## src/rtl/ga_pkg.sv

```systemverilog
// ga_pkg: shared chromosome type, PRNG seed/shift constants and the xorshift32 step
package ga_pkg;
  localparam int WIDTH = 8;
  localparam int CUT = 4;
  localparam logic [31:0] DEFAULT_SEED = 32'h0000_0001;
  localparam int XS_A = 13;
  localparam int XS_B = 17;
  localparam int XS_C = 5;
  typedef logic signed [WIDTH-1:0] chromosome_t;
  function automatic logic [31:0] xorshift32(input logic [31:0] s);
    logic [31:0] t;
    t = s ^ (s << XS_A);
    t = t ^ (t >> XS_B);
    return t ^ (t << XS_C);
  endfunction
endpackage

```

## src/rtl/ga_crossover_if.sv

```systemverilog
// ga_crossover_if: control inputs and parent/child outputs of the crossover block
interface ga_crossover_if #(parameter int WIDTH = 8);
  logic en;
  logic seed_load;
  logic [31:0] seed;
  logic signed [WIDTH-1:0] parent1, parent2, child1, child2;
  modport master(output en, seed_load, seed, input parent1, parent2, child1, child2);
  modport slave(input en, seed_load, seed, output parent1, parent2, child1, child2);
endinterface

```

## src/rtl/rng8.sv

```systemverilog
// rng8: xorshift32 state register with seed load; exports two WIDTH-bit slices as parents
module rng8 import ga_pkg::*; #(
  parameter int WIDTH = 8,
  parameter logic [31:0] SEED0 = DEFAULT_SEED
) (
  input  logic clk,
  input  logic reset,
  input  logic en,
  input  logic seed_load,
  input  logic [31:0] seed,
  output logic signed [WIDTH-1:0] rnd1,
  output logic signed [WIDTH-1:0] rnd2
);
  logic [31:0] state, state_nx;
  // a zero seed would lock xorshift at zero forever, so it is replaced
  always_comb state_nx = seed_load ? (seed == '0 ? SEED0 : seed) : en ? xorshift32(state) : state;
  always_ff @(posedge clk or negedge reset)
    if (!reset) state <= SEED0;
    else state <= state_nx;
  assign rnd1 = state[WIDTH-1:0];
  assign rnd2 = state[2*WIDTH-1:WIDTH];
endmodule

```

## src/rtl/ga_crossover.sv

```systemverilog
// ga_crossover: PRNG-fed parents and a registered single-point crossover into two children
module ga_crossover #(
  parameter int WIDTH = ga_pkg::WIDTH,
  parameter int CUT = ga_pkg::CUT,
  parameter logic [31:0] DEFAULT_SEED = ga_pkg::DEFAULT_SEED
) (
  input logic clk,
  input logic reset,
  ga_crossover_if.slave bus
);
  if (CUT <= 0 || CUT >= WIDTH || WIDTH > 16) begin : g_bad_params
    $error("ga_crossover: requires 0 < CUT < WIDTH <= 16");
  end
  rng8 #(.WIDTH(WIDTH), .SEED0(DEFAULT_SEED)) u_rng (
    .clk(clk),
    .reset(reset),
    .en(bus.en),
    .seed_load(bus.seed_load),
    .seed(bus.seed),
    .rnd1(bus.parent1),
    .rnd2(bus.parent2)
  );
  // children sample the pre-edge parents while the PRNG advances on the same edge
  always_ff @(posedge clk or negedge reset)
    if (!reset) begin
      bus.child1 <= '0;
      bus.child2 <= '0;
    end else if (bus.en) begin
      bus.child1 <= {bus.parent1[WIDTH-1:CUT], bus.parent2[CUT-1:0]};
      bus.child2 <= {bus.parent2[WIDTH-1:CUT], bus.parent1[CUT-1:0]};
    end
endmodule

```

## src/flat_wrapper.sv

```systemverilog
// flat-port wrapper written by rule: the top's interface ports become plain ports
module ga_crossover_flat 
#(
  parameter int WIDTH = ga_pkg::WIDTH,
  parameter int CUT = ga_pkg::CUT,
  parameter logic [31:0] DEFAULT_SEED = ga_pkg::DEFAULT_SEED
)
  (clk, reset, bus_en, bus_seed_load, bus_seed, bus_parent1, bus_parent2, bus_child1, bus_child2);
  ga_crossover_if #(.WIDTH(WIDTH)) bus_i ();
  input logic clk;
  input logic reset;
  input wire logic [$bits(bus_i.en)-1:0] bus_en;
  input wire logic [$bits(bus_i.seed_load)-1:0] bus_seed_load;
  input wire logic [$bits(bus_i.seed)-1:0] bus_seed;
  output wire logic [$bits(bus_i.parent1)-1:0] bus_parent1;
  output wire logic [$bits(bus_i.parent2)-1:0] bus_parent2;
  output wire logic [$bits(bus_i.child1)-1:0] bus_child1;
  output wire logic [$bits(bus_i.child2)-1:0] bus_child2;
  assign bus_i.en = bus_en;
  assign bus_i.seed_load = bus_seed_load;
  assign bus_i.seed = bus_seed;
  assign bus_parent1 = bus_i.parent1;
  assign bus_parent2 = bus_i.parent2;
  assign bus_child1 = bus_i.child1;
  assign bus_child2 = bus_i.child2;
  ga_crossover #(.WIDTH(WIDTH), .CUT(CUT), .DEFAULT_SEED(DEFAULT_SEED)) u_core (.clk(clk), .reset(reset), .bus(bus_i));
endmodule
```

## config.mk

```make
export PLATFORM = sky130hd
export DESIGN_NAME = ga_crossover_flat
export DESIGN_NICKNAME = d
export VERILOG_FILES = /design/src/rtl/ga_pkg.sv /design/src/rtl/ga_crossover_if.sv /design/src/rtl/rng8.sv /design/src/rtl/ga_crossover.sv /design/src/flat_wrapper.sv
export SDC_FILE = /design/constraint.sdc
export NUM_CORES = 1
export LEC_CHECK = 0
export CAP_MARGIN = 15
export CORE_ASPECT_RATIO = 0.6
export CORE_MARGIN = 5
export CORE_UTILIZATION = 40
export CTS_CLUSTER_SIZE = 30
export DETAILED_ROUTE_END_ITERATION = 16
export MAX_ROUTING_LAYER = met4
export PLACE_DENSITY = 0.66
export SLEW_MARGIN = 20
export SYNTH_ARGS = -nofsm -noshare
export SYNTH_HDL_FRONTEND = slang
export SYNTH_SLANG_ARGS = --single-unit
export TNS_END_PERCENT = 10
```

## constraint.sdc

```tcl
create_clock -name clk -period 3.16 [get_ports clk]
set_clock_uncertainty 0.15 [all_clocks]
set_input_delay 0.632 -clock clk [delete_from_list [all_inputs] [get_ports clk]]
set_output_delay 0.632 -clock clk [all_outputs]
set_load 0.005 [all_outputs]
```

==> flow_metrics.tcl <==
set metrics [dict create \
    reg2reg_from "u_core.u_rng.state[13]$_DFFE_PN0P_" \
    critPathTopFamily "flip-flops" \
    worstPathMaxFanout 7 \
    drive_above_1_share_pct 12.2 \
    yosysWarnings 0 \
    dr.pass1.iters 4 \
    dp_hpwl_um 5910 \
    power.leakage_nw 1.62 \
    synth_nets 329 \
    grt_pass1_vias 2428 \
    synthMuxAreaShare_pct 6.44 \
    place_area_mm2 0.00379 \
    final-setup-viol-count 0 \
    maxSlewViolCount 0 \
    hp-class "input port to async pin" \
    clock-sinks 48 \
    outcome "complete, no violations" \
    synth_edf_count 0 \
    synth_cells 293 \
    die-area_mm2 0.00981 \
    reg2reg_slack_ns 1.18 \
    wl_per_cell_um 18.2 \
    switchingPower_mw 1.70 \
    core_area_mm2 0.00776 \
    dp.cells 437 \
    nets 372 \
    tns_ns 0 \
    postLayoutSetupSlackWorst_ns 0.908 \
    seqPwrFrac_pct 28.8 \
    critPathArrivalTime_ns 1.47 \
    gp_congestion 0.831 \
    synthesis.area_mm2 0.00315 \
    cp_num_buf_inv 1 \
    intPower_mw 2.99 \
    maxCapViolations 0 \
    grt_pass1_wl_um 13300 \
    crit_path_start_kind "flip-flop" \
    power.total_mw 4.69 \
    cpPeakStageDelay_ns 0.59 \
    drt.antenna.violating_nets 0 \
    cts-hold-fix-buffers 0 \
    routed_wl_um 8120 \
    rows 25 \
    grt_setup_unrepaired "false" \
    num_antenna_cells 0 \
    first_iter_violations 211 \
    synth_fa_ha_area_share_pct 0 \
    numCtsBuffers 5 \
    fin_worst_hold_slack_ns 0.170 \
    hold_viol 0 \
    reg2reg_depth 4 \
    synthXorXnorAreaFrac_pct 25.1 \
    max_freq_mhz 444 \
    synth-simple-area-share_pct 13.7 \
    path_clk_slew_ns 0.07 \
    post_cts_buffers 0 \
    slew_headroom_pct 52.3 \
    synth_ff_type "dfrtp_1" \
    fp.dieW_um 125 \
    initial_core_util_pct 40.6 \
    p_sw_share_pct 36.2 \
    cts-resized-gates 0 \
    syn_avg_cell_area_um2 10.7 \
    layout_commonest_cell "clkdlybuf4s50_1" \
    synth_compound_area_share_pct 8.94 \
    final_cell_mix "66 x clkdlybuf4s50_1, 47 x dfrtp_1, 33 x xnor2_1" \
    synth_top_family_by_area "XOR/XNOR gates" \
    power_frac_clock_pct 12.3 \
    p_per_area_mw_per_mm2 1190 \
    yosysSeqAreaShare_pct 38.2 \
    worstMarginPinSlew_ns 0.714 \
    clockRootBuffer "clkbuf_16" \
    clk_latency_ns 0.30 \
    clockBufferDepth 2 \
    avgViaCountPerCell 5.27 \
    fin_cells 445 \
    fin_util_pct 50.8 \
    io_pins 68 \
    cp_slowest_cell "dfrtp_1" \
    yosysUniqueCellTypes 32 \
    grt_overflow_total 0 \
    post-place-ws_ns 0.837 \
    layout_min_cycle_time_ns 2.25 \
    timing.final.crit_share_pct 71.3 \
    design_area_mm2 0.00394 \
    irDropWorstVdd_mv 0.437 \
    crit_chain "clkdlybuf4s50_1" \
    die_h_um 78.7 \
    synth-seq-cells 48 \
    drc 0 \
    port-buffer-count 67 \
    antenna_found_initial 0 \
    reg2reg_to "u_core.u_rng.state[9]$_DFFE_PN0P_" \
    endpoint_kind "output port" \
    grt_usage_pct 17.9 \
    synthArstFlopShare_pct 100 \
    crit_type "flip-flop to output port" \
    syn2layout_area_growth_pct 25.2 \
    h-tree-depth 2 \
    power_frac_comb_pct 58.8 \
    vias 2346 \
    cts_tree "done" \
    grt_max_degree 49 \
    worst_ep_required_time_ns 2.38 \
]
[power by group through the flow]
stage | Combinational [mW] | Sequential (mW) | Clock (mW)
after global routing | 2.99 | 1.42 | 0.616
after detailed placement | 2.76 | 1.36 | 0
after global placement | 2.69 | 1.35 | 0
after CTS | 2.77 | 1.36 | 0.588
final | 2.76 | 1.35 | 0.578
after floorplan | 2.25 | 1.20 | 0
[state kept, by name, indices dropped and copies added, names as in the netlist]
register / flops
u_core.u_rng.state: 32
u_core.bus.child1: 8
u_core.bus.child2: 8
[kinds of logic after synthesis]
group,after synthesis
compound gates,41
simple gates,83
xor+xnor,59
mux,18
buf+inv,44
flops,48
[layer usage]
layer / part of all wire (%) / up-vias / GRT usage (%)
met2: 45 / 77 / 26.0
met1: 48 / 1159 / 24.6
met5: 0 / - / -
met4: 1.4 / 0 / 5.47
li1: - / 1101 / -
met3: 6.0 / 9 / 4.64
[final cells by class]
cell class | count | area [um^2]
clock buffers | 8 | 156
fillers | 740 | 3810
repair buffers | 71 | 708
inverters | 9 | 33.8
flip-flops and latches | 48 | 1200
multi-input cells | 201 | 1710
well taps | 108 | 135
[synthesized netlist by cell type, types with 4 or more instances]
master / instances / area [um^2]
nand2_1: 17 / 63.8
nor2_1: 20 / 75.1
xnor2_2: 4 / 65.1
nor2b_1: 5 / 31.3
o21ai_0: 16 / 80.1
a221o_1: 7 / 70.1
clkbuf_1: 13 / 48.8
or3_1: 10 / 62.6
mux2_2: 18 / 203
xor2_1: 5 / 43.8
buf_4: 17 / 128
nor4_1: 8 / 50.1
a31oi_1: 10 / 62.6
inv_1: 8 / 30.0
dfrtp_1: 47 / 1180
nor4b_1: 5 / 43.8
nand4_1: 9 / 56.3
xnor3_1: 11 / 248
nand3_1: 7 / 35.0
xnor2_1: 33 / 289
a211o_1: 7 / 61.3
[worst register-to-register path: stages, from the launching register on]
cell	delay, ns
dfrtp_1	0.51
xnor2_2	0.39
xnor3_1	0.39
or3_1	0.31
a31oi_1	0.16
[how the worst max path moves through the flow]
stage / from / slack (ns) / to / cells past startpoint
6_report: u_core.u_rng.state[12]$_DFFE_PN0P_ / 0.91 / bus_parent2[4] / 1
5_1_grt: u_core.u_rng.state[12]$_DFFE_PN0P_ / 0.80 / bus_parent2[4] / 1
4_1_cts: u_core.u_rng.state[12]$_DFFE_PN0P_ / 0.89 / bus_parent2[4] / 1
3_5_place_dp: bus_seed_load / 0.84 / u_core.u_rng.state[12]$_DFFE_PN0P_ / 5
3_3_place_gp: bus_seed_load / 0.82 / u_core.u_rng.state[5]$_DFFE_PN0P_ / 5
2_1_floorplan: bus_en / 1.28 / u_core.bus.child1[4]$_DFFE_PN0P_ / 3
No activity file was read; power rests on OpenSTA's default activity.
